--- config.mk ---
export PLATFORM = sky130hd
export DESIGN_NAME = uart_word_bridge
export DESIGN_NICKNAME = d
export VERILOG_FILES = /design/src/rtl/uart_word_pkg.sv /design/src/rtl/uart_word_tx_serializer.sv /design/src/rtl/uart_word_bridge.sv
export SDC_FILE = /design/constraint.sdc
export NUM_CORES = 1
export LEC_CHECK = 0
export BUFFER_PORTS_ARGS = -buffer_cell sky130_fd_sc_hd__clkbuf_2
export CORE_AREA = 2 2 76 78
export DETAILED_ROUTE_END_ITERATION = 12
export DIE_AREA = 0 0 78 80
export PLACE_DENSITY = 0.62
export SYNTH_ARGS = -nofsm -noshare
export SYNTH_HDL_FRONTEND = slang
export SYNTH_HIERARCHICAL = 1
export SYNTH_SLANG_ARGS = --single-unit
--- constraint.sdc ---
create_clock -name clock -period 3.6 [get_ports clock]
set_input_delay 0.36 -clock clock [delete_from_list [all_inputs] [get_ports clock]]
set_output_delay 0.36 -clock clock [all_outputs]
set_load 0.02 [all_outputs]
--- src/rtl/uart_word_pkg.sv ---
// Shared encodings and byte-order helpers for the UART word bridge.
package uart_word_pkg;

  localparam logic [0:0] RX_FIRST  = 1'b0;
  localparam logic [0:0] RX_SECOND = 1'b1;

  localparam logic [1:0] TX_IDLE   = 2'd0;
  localparam logic [1:0] TX_FIRST  = 2'd1;
  localparam logic [1:0] TX_SECOND = 2'd2;

  localparam bit MSB_FIRST_DEFAULT = 1'b1;

  localparam int ERR_RX_DROP    = 0;
  localparam int ERR_RX_TIMEOUT = 1;

  function automatic logic [15:0] word_join(input logic [7:0] first_b,
                                            input logic [7:0] second_b,
                                            input bit msb_first);
    return msb_first ? {first_b, second_b} : {second_b, first_b};
  endfunction

  function automatic logic [7:0] word_byte(input logic [15:0] word,
                                           input bit msb_first,
                                           input bit second);
    return (msb_first ^ second) ? word[15:8] : word[7:0];
  endfunction

endpackage

--- src/rtl/uart_word_tx_serializer.sv ---
// Splits an acknowledged 16-bit word into two bytes for the UART transmitter,
// with zero-bubble hand-off to the next word.
module uart_word_tx_serializer
  import uart_word_pkg::*;
#(
  parameter bit MSB_FIRST = MSB_FIRST_DEFAULT
) (
  input  logic        clock,
  input  logic        reset,
  input  logic        enable,
  input  logic [15:0] tx_word,
  input  logic        tx_word_valid,
  output logic        tx_ack,
  output logic [7:0]  tx_byte,
  output logic        tx_byte_valid,
  input  logic        tx_byte_ready
);

  logic [1:0]  state;
  logic [15:0] word_q;

  assign tx_ack = enable & tx_word_valid &
                  ((state == TX_IDLE) | ((state == TX_SECOND) & tx_byte_ready));

  always_ff @(posedge clock or posedge reset) begin
    if (reset) begin
      state  <= TX_IDLE;
      word_q <= 16'h0000;
    end else if (enable) begin
      if (tx_ack) begin
        word_q <= tx_word;
        state  <= TX_FIRST;
      end else begin
        case (state)
          TX_IDLE:   state <= TX_IDLE;
          TX_FIRST:  if (tx_byte_ready) state <= TX_SECOND;
          TX_SECOND: if (tx_byte_ready) state <= TX_IDLE;
          default:   state <= TX_IDLE;
        endcase
      end
    end
  end

  // Outputs decode purely from registered state, so tx_byte cannot move while valid.
  always_comb begin
    tx_byte = 8'h00;
    case (state)
      TX_FIRST:  tx_byte = word_byte(word_q, MSB_FIRST, 1'b0);
      TX_SECOND: tx_byte = word_byte(word_q, MSB_FIRST, 1'b1);
      default:   tx_byte = 8'h00;
    endcase
  end

  assign tx_byte_valid = (state == TX_FIRST) | (state == TX_SECOND);

endmodule

--- src/rtl/uart_word_bridge.sv ---
// Byte <-> 16-bit word bridge between the UART core and the control unit.
// Define UART_WORD_BRIDGE_TIMEOUT_EN to enable the RX inter-byte timeout.
module uart_word_bridge
  import uart_word_pkg::*;
#(
  parameter bit MSB_FIRST      = MSB_FIRST_DEFAULT,
  parameter int TIMEOUT_WIDTH  = 16,
  parameter int TIMEOUT_CYCLES = 50000
) (
  input  logic        clock,
  input  logic        reset,
  input  logic        enable,
  input  logic [7:0]  rx_byte,
  input  logic        rx_byte_valid,
  output logic [7:0]  tx_byte,
  output logic        tx_byte_valid,
  input  logic        tx_byte_ready,
  output logic [15:0] rx_word,
  output logic        rx_word_valid,
  input  logic [15:0] tx_word,
  input  logic        tx_word_valid,
  output logic        tx_ack,
  input  logic        error_clear,
  output logic [1:0]  bridge_error
);

  if (TIMEOUT_CYCLES < 2 || TIMEOUT_CYCLES >= (1 << TIMEOUT_WIDTH)) begin : g_bad_timeout
    $error("uart_word_bridge: TIMEOUT_CYCLES out of range for TIMEOUT_WIDTH");
  end

  logic [0:0] rx_state;
  logic [7:0] first_q;
  logic       rx_timeout;
  logic [1:0] err_set;

`ifdef UART_WORD_BRIDGE_TIMEOUT_EN
  localparam logic [TIMEOUT_WIDTH-1:0] TO_LAST = TIMEOUT_WIDTH'(TIMEOUT_CYCLES - 1);

  logic [TIMEOUT_WIDTH-1:0] to_cnt;

  // A byte landing on the last count wins over the timeout.
  assign rx_timeout = enable & (rx_state == RX_SECOND) & ~rx_byte_valid & (to_cnt == TO_LAST);

  always_ff @(posedge clock or posedge reset) begin
    if (reset) begin
      to_cnt <= '0;
    end else if (enable) begin
      if ((rx_state == RX_FIRST) & rx_byte_valid)
        to_cnt <= '0;
      else if ((rx_state == RX_SECOND) & ~rx_byte_valid & ~rx_timeout)
        to_cnt <= to_cnt + 1'b1;
    end
  end
`else
  assign rx_timeout = 1'b0;
`endif

  always_comb begin
    err_set                 = 2'b00;
    err_set[ERR_RX_DROP]    = rx_byte_valid & ~enable;
    err_set[ERR_RX_TIMEOUT] = rx_timeout;
  end

  always_ff @(posedge clock or posedge reset) begin
    if (reset) begin
      rx_state      <= RX_FIRST;
      first_q       <= 8'h00;
      rx_word       <= 16'h0000;
      rx_word_valid <= 1'b0;
      bridge_error  <= 2'b00;
    end else begin
      rx_word_valid <= 1'b0;
      // New events are OR-ed in after the clear so they survive a coincident clear.
      bridge_error  <= (bridge_error & ~{2{error_clear}}) | err_set;
      if (enable) begin
        case (rx_state)
          RX_FIRST: begin
            if (rx_byte_valid) begin
              first_q  <= rx_byte;
              rx_state <= RX_SECOND;
            end
          end
          default: begin
            if (rx_byte_valid) begin
              rx_word       <= word_join(first_q, rx_byte, MSB_FIRST);
              rx_word_valid <= 1'b1;
              rx_state      <= RX_FIRST;
            end else if (rx_timeout) begin
              first_q  <= 8'h00;
              rx_state <= RX_FIRST;
            end
          end
        endcase
      end
    end
  end

  uart_word_tx_serializer #(
    .MSB_FIRST(MSB_FIRST)
  ) u_tx (
    .clock         (clock),
    .reset         (reset),
    .enable        (enable),
    .tx_word       (tx_word),
    .tx_word_valid (tx_word_valid),
    .tx_ack        (tx_ack),
    .tx_byte       (tx_byte),
    .tx_byte_valid (tx_byte_valid),
    .tx_byte_ready (tx_byte_ready)
  );

endmodule

==> flow_summary.json <==
{
  "end_kind": "output port",
  "post_cts_buffers": 0,
  "area_delta_synth_final_pct": 20.5,
  "synth_area_um2": 2050,
  "fin_tns_setup_ps": 0,
  "intPower_mw": 1.37,
  "post-place-ws_ps": 1620,
  "yosysSeqAreaShare": 0.562,
  "antenna_found_initial": 0,
  "worst-path-buf-inv": 2,
  "coreArea_um2": 5410,
  "place_hpwl_um": 2510,
  "postCtsHoldBufs": 0,
  "synth_warnings": 6,
  "nNetsFinal": 229,
  "crit_fanout": 18,
  "grt_pass1_vias": 1292,
  "yosysUniqueCellTypes": 21,
  "sw_frac_of_total": 0.348,
  "die_w_um": 78,
  "slew_headroom": 0.294,
  "critical_path_depth": 5,
  "status": "complete, no violations",
  "cp_top_family": "adder cells",
  "final_hold_viol_count": 0,
  "synth_fp_nets": 167,
  "post-route-cell-area_um2": 2470,
  "dr.pass1.iters": 3,
  "crit_path_top_delay_cell": "ha_1",
  "max_stage_delay_ps": 430,
  "cts_inserted_buffers": 5,
  "cts_buffer_depth": 2,
  "holdCritPathClass": "input pin to async pin",
  "switchingPower_mw": 0.730,
  "criticalPathCategory": "flip-flop to output port",
  "die_y_um": 80,
  "cts_max_level": 2,
  "power_frac_seq": 0.427,
  "clkPwrFrac": 0.145,
  "reg2reg_depth": 5,
  "drtIter0Drc": 29,
  "ios": 60,
  "cp.required_ps": 3240,
  "setup.worst_path.start_class": "flip-flop",
  "num_vias": 1207,
  "final_common_cell": "clkbuf_2",
  "routed_wl_um": 3590,
  "wl_per_cell_um": 13.6,
  "fin_ws_ps": 1330,
  "skew_ps": 4.16,
  "final_cell_mix": "59 x clkbuf_2, 46 x dfrtp_1, 24 x mux2_2, 18 x mux2_4, 9 x nor2b_1",
  "setup_viol": 0,
  "antenna_cells": 0,
  "tritoncts": "yes",
  "rsz0062_at_grt": "false",
  "ys_seq_elements": 46,
  "place_area_um2": 2390,
  "die_area_um2": 6240,
  "gp_congestion": 0.650,
  "max_freq_mhz": 440,
  "start_util": 0.379,
  "numClockSinks": 46,
  "drv_cap": 0,
  "p_comb_frac": 0.428,
  "synth_area_per_cell_um2": 15.6,
  "grt_pass1_wl_um": 6180,
  "core.rowCount": 27,
  "drv_slew": 0,
  "postRouteAntennaNets": 0,
  "remaining_drc_errors": 0,
  "cts.repair.resized": 0,
  "synth_cells": 131,
  "finalPower_mw": 2.10,
  "tightest_slew_ps": 1060,
  "clkTransAtPathRegs_ps": 80,
  "insertion_delay_ps": 290,
  "power.density_nw_per_um2": 850,
  "vias_per_cell": 4.57,
  "grt.total_usage": 0.127,
  "port-buffer-count": 59,
  "ir_drop_uv": 336,
  "leakage_nw": 1.23,
  "clockRootBuffer": "clkbuf_8",
  "arrival_ps": 1910,
  "final_util": 0.457,
  "overflow": 0,
  "period_share": 0.632,
  "grt_max_degree": 29,
  "drive_gt1_frac": 0.578,
  "fin_crit_ps": 2270,
  "path_cells": "inv_1 -> ha_1 -> a21oi_4 -> nor2_8 -> clkbuf_2"
}
## final cells by class
type	count	area, um2
fill	509	2940
sequential	46	1150
multi-input combinational	75	828
timing repair buffer	59	295
tap	72	90.1
clock buffer	6	82.6
inverter	6	22.5
## state kept, by name, indices dropped and copies added (netlist names)
name	cells
first_q	8
u_tx/word_q	16
bridge_error	2
u_tx/state	2
rx_word	16
rx_state	1
rx_word_valid	1
## per-stage QoR
step	std cells	hold WS, ps
floorplan	131	299
global placement	258	479
detailed placement	258	486
CTS	264	175
global route	264	229
finish	264	161
## synth_stat cells
cell type  number  area share
nand2_1         1      0.0018
nor2b_1         9       0.027
mux2_2         24        0.13
buf_2           1      0.0024
buf_6           2       0.011
a21oi_4         1      0.0079
dfrtp_1        46        0.56
nand3b_2        1      0.0055
or2_1           1      0.0031
o21bai_1        1      0.0037
nor2_8          1      0.0098
ha_1            5       0.031
a22oi_1         8       0.029
and2_1          1      0.0031
o22ai_1         1      0.0031
a21oi_1         1      0.0024
mux2_4         18        0.13
buf_12          1      0.0098
o2bb2ai_1       1      0.0043
inv_1           6       0.011
nand3_4         1      0.0085
## power groups by stage
| stage | Sequential, mW | Combinational, mW | Clock, mW |
|---|---|---|---|
| after floorplan | 0.997 | 0.583 | 0 |
| after global placement | 0.902 | 0.897 | 0 |
| after detailed placement | 0.905 | 0.908 | 0 |
| after CTS | 0.900 | 0.909 | 0.322 |
| after global routing | 0.930 | 0.971 | 0.339 |
| final | 0.896 | 0.898 | 0.304 |
## cell families after synthesis
| logic type | after synthesis | synth area share |
|---|---|---|
| compound gates | 13 | 0.0507 |
| fa+ha+maj | 5 | 0.0305 |
| buf+inv | 10 | 0.0342 |
| flops | 46 | 0.562 |
| mux | 42 | 0.264 |
| simple gates | 15 | 0.0592 |
## layer usage
layer	track usage	vias up	part of all wire
li1	-	578	-
met1	0.172	576	0.49
met2	0.196	46	0.44
met3	0.0283	7	0.059
met4	0.0579	0	0.018
met5	0	-	0
## final timing paths
check / start / end / slack [ps]
min in group clock: error_clear / bridge_error[1]$_DFF_PP0_ / 230
setup reg to reg: u_tx/state[0]$_DFFE_PP0P_ / u_tx/word_q[2]$_DFFE_PP0P_ / 1720
hold / removal: reset / u_tx/word_q[15]$_DFFE_PP0P_ / 160
setup / recovery: u_tx/state[0]$_DFFE_PP0P_ / tx_ack / 1330
hold reg to reg: first_q[7]$_DFFE_PP0P_ / rx_word[15]$_DFFE_PP0P_ / 500
max in group asynchronous: reset / bridge_error[0]$_DFF_PP0_ / 2650
(Power assumes the default switching activity.)
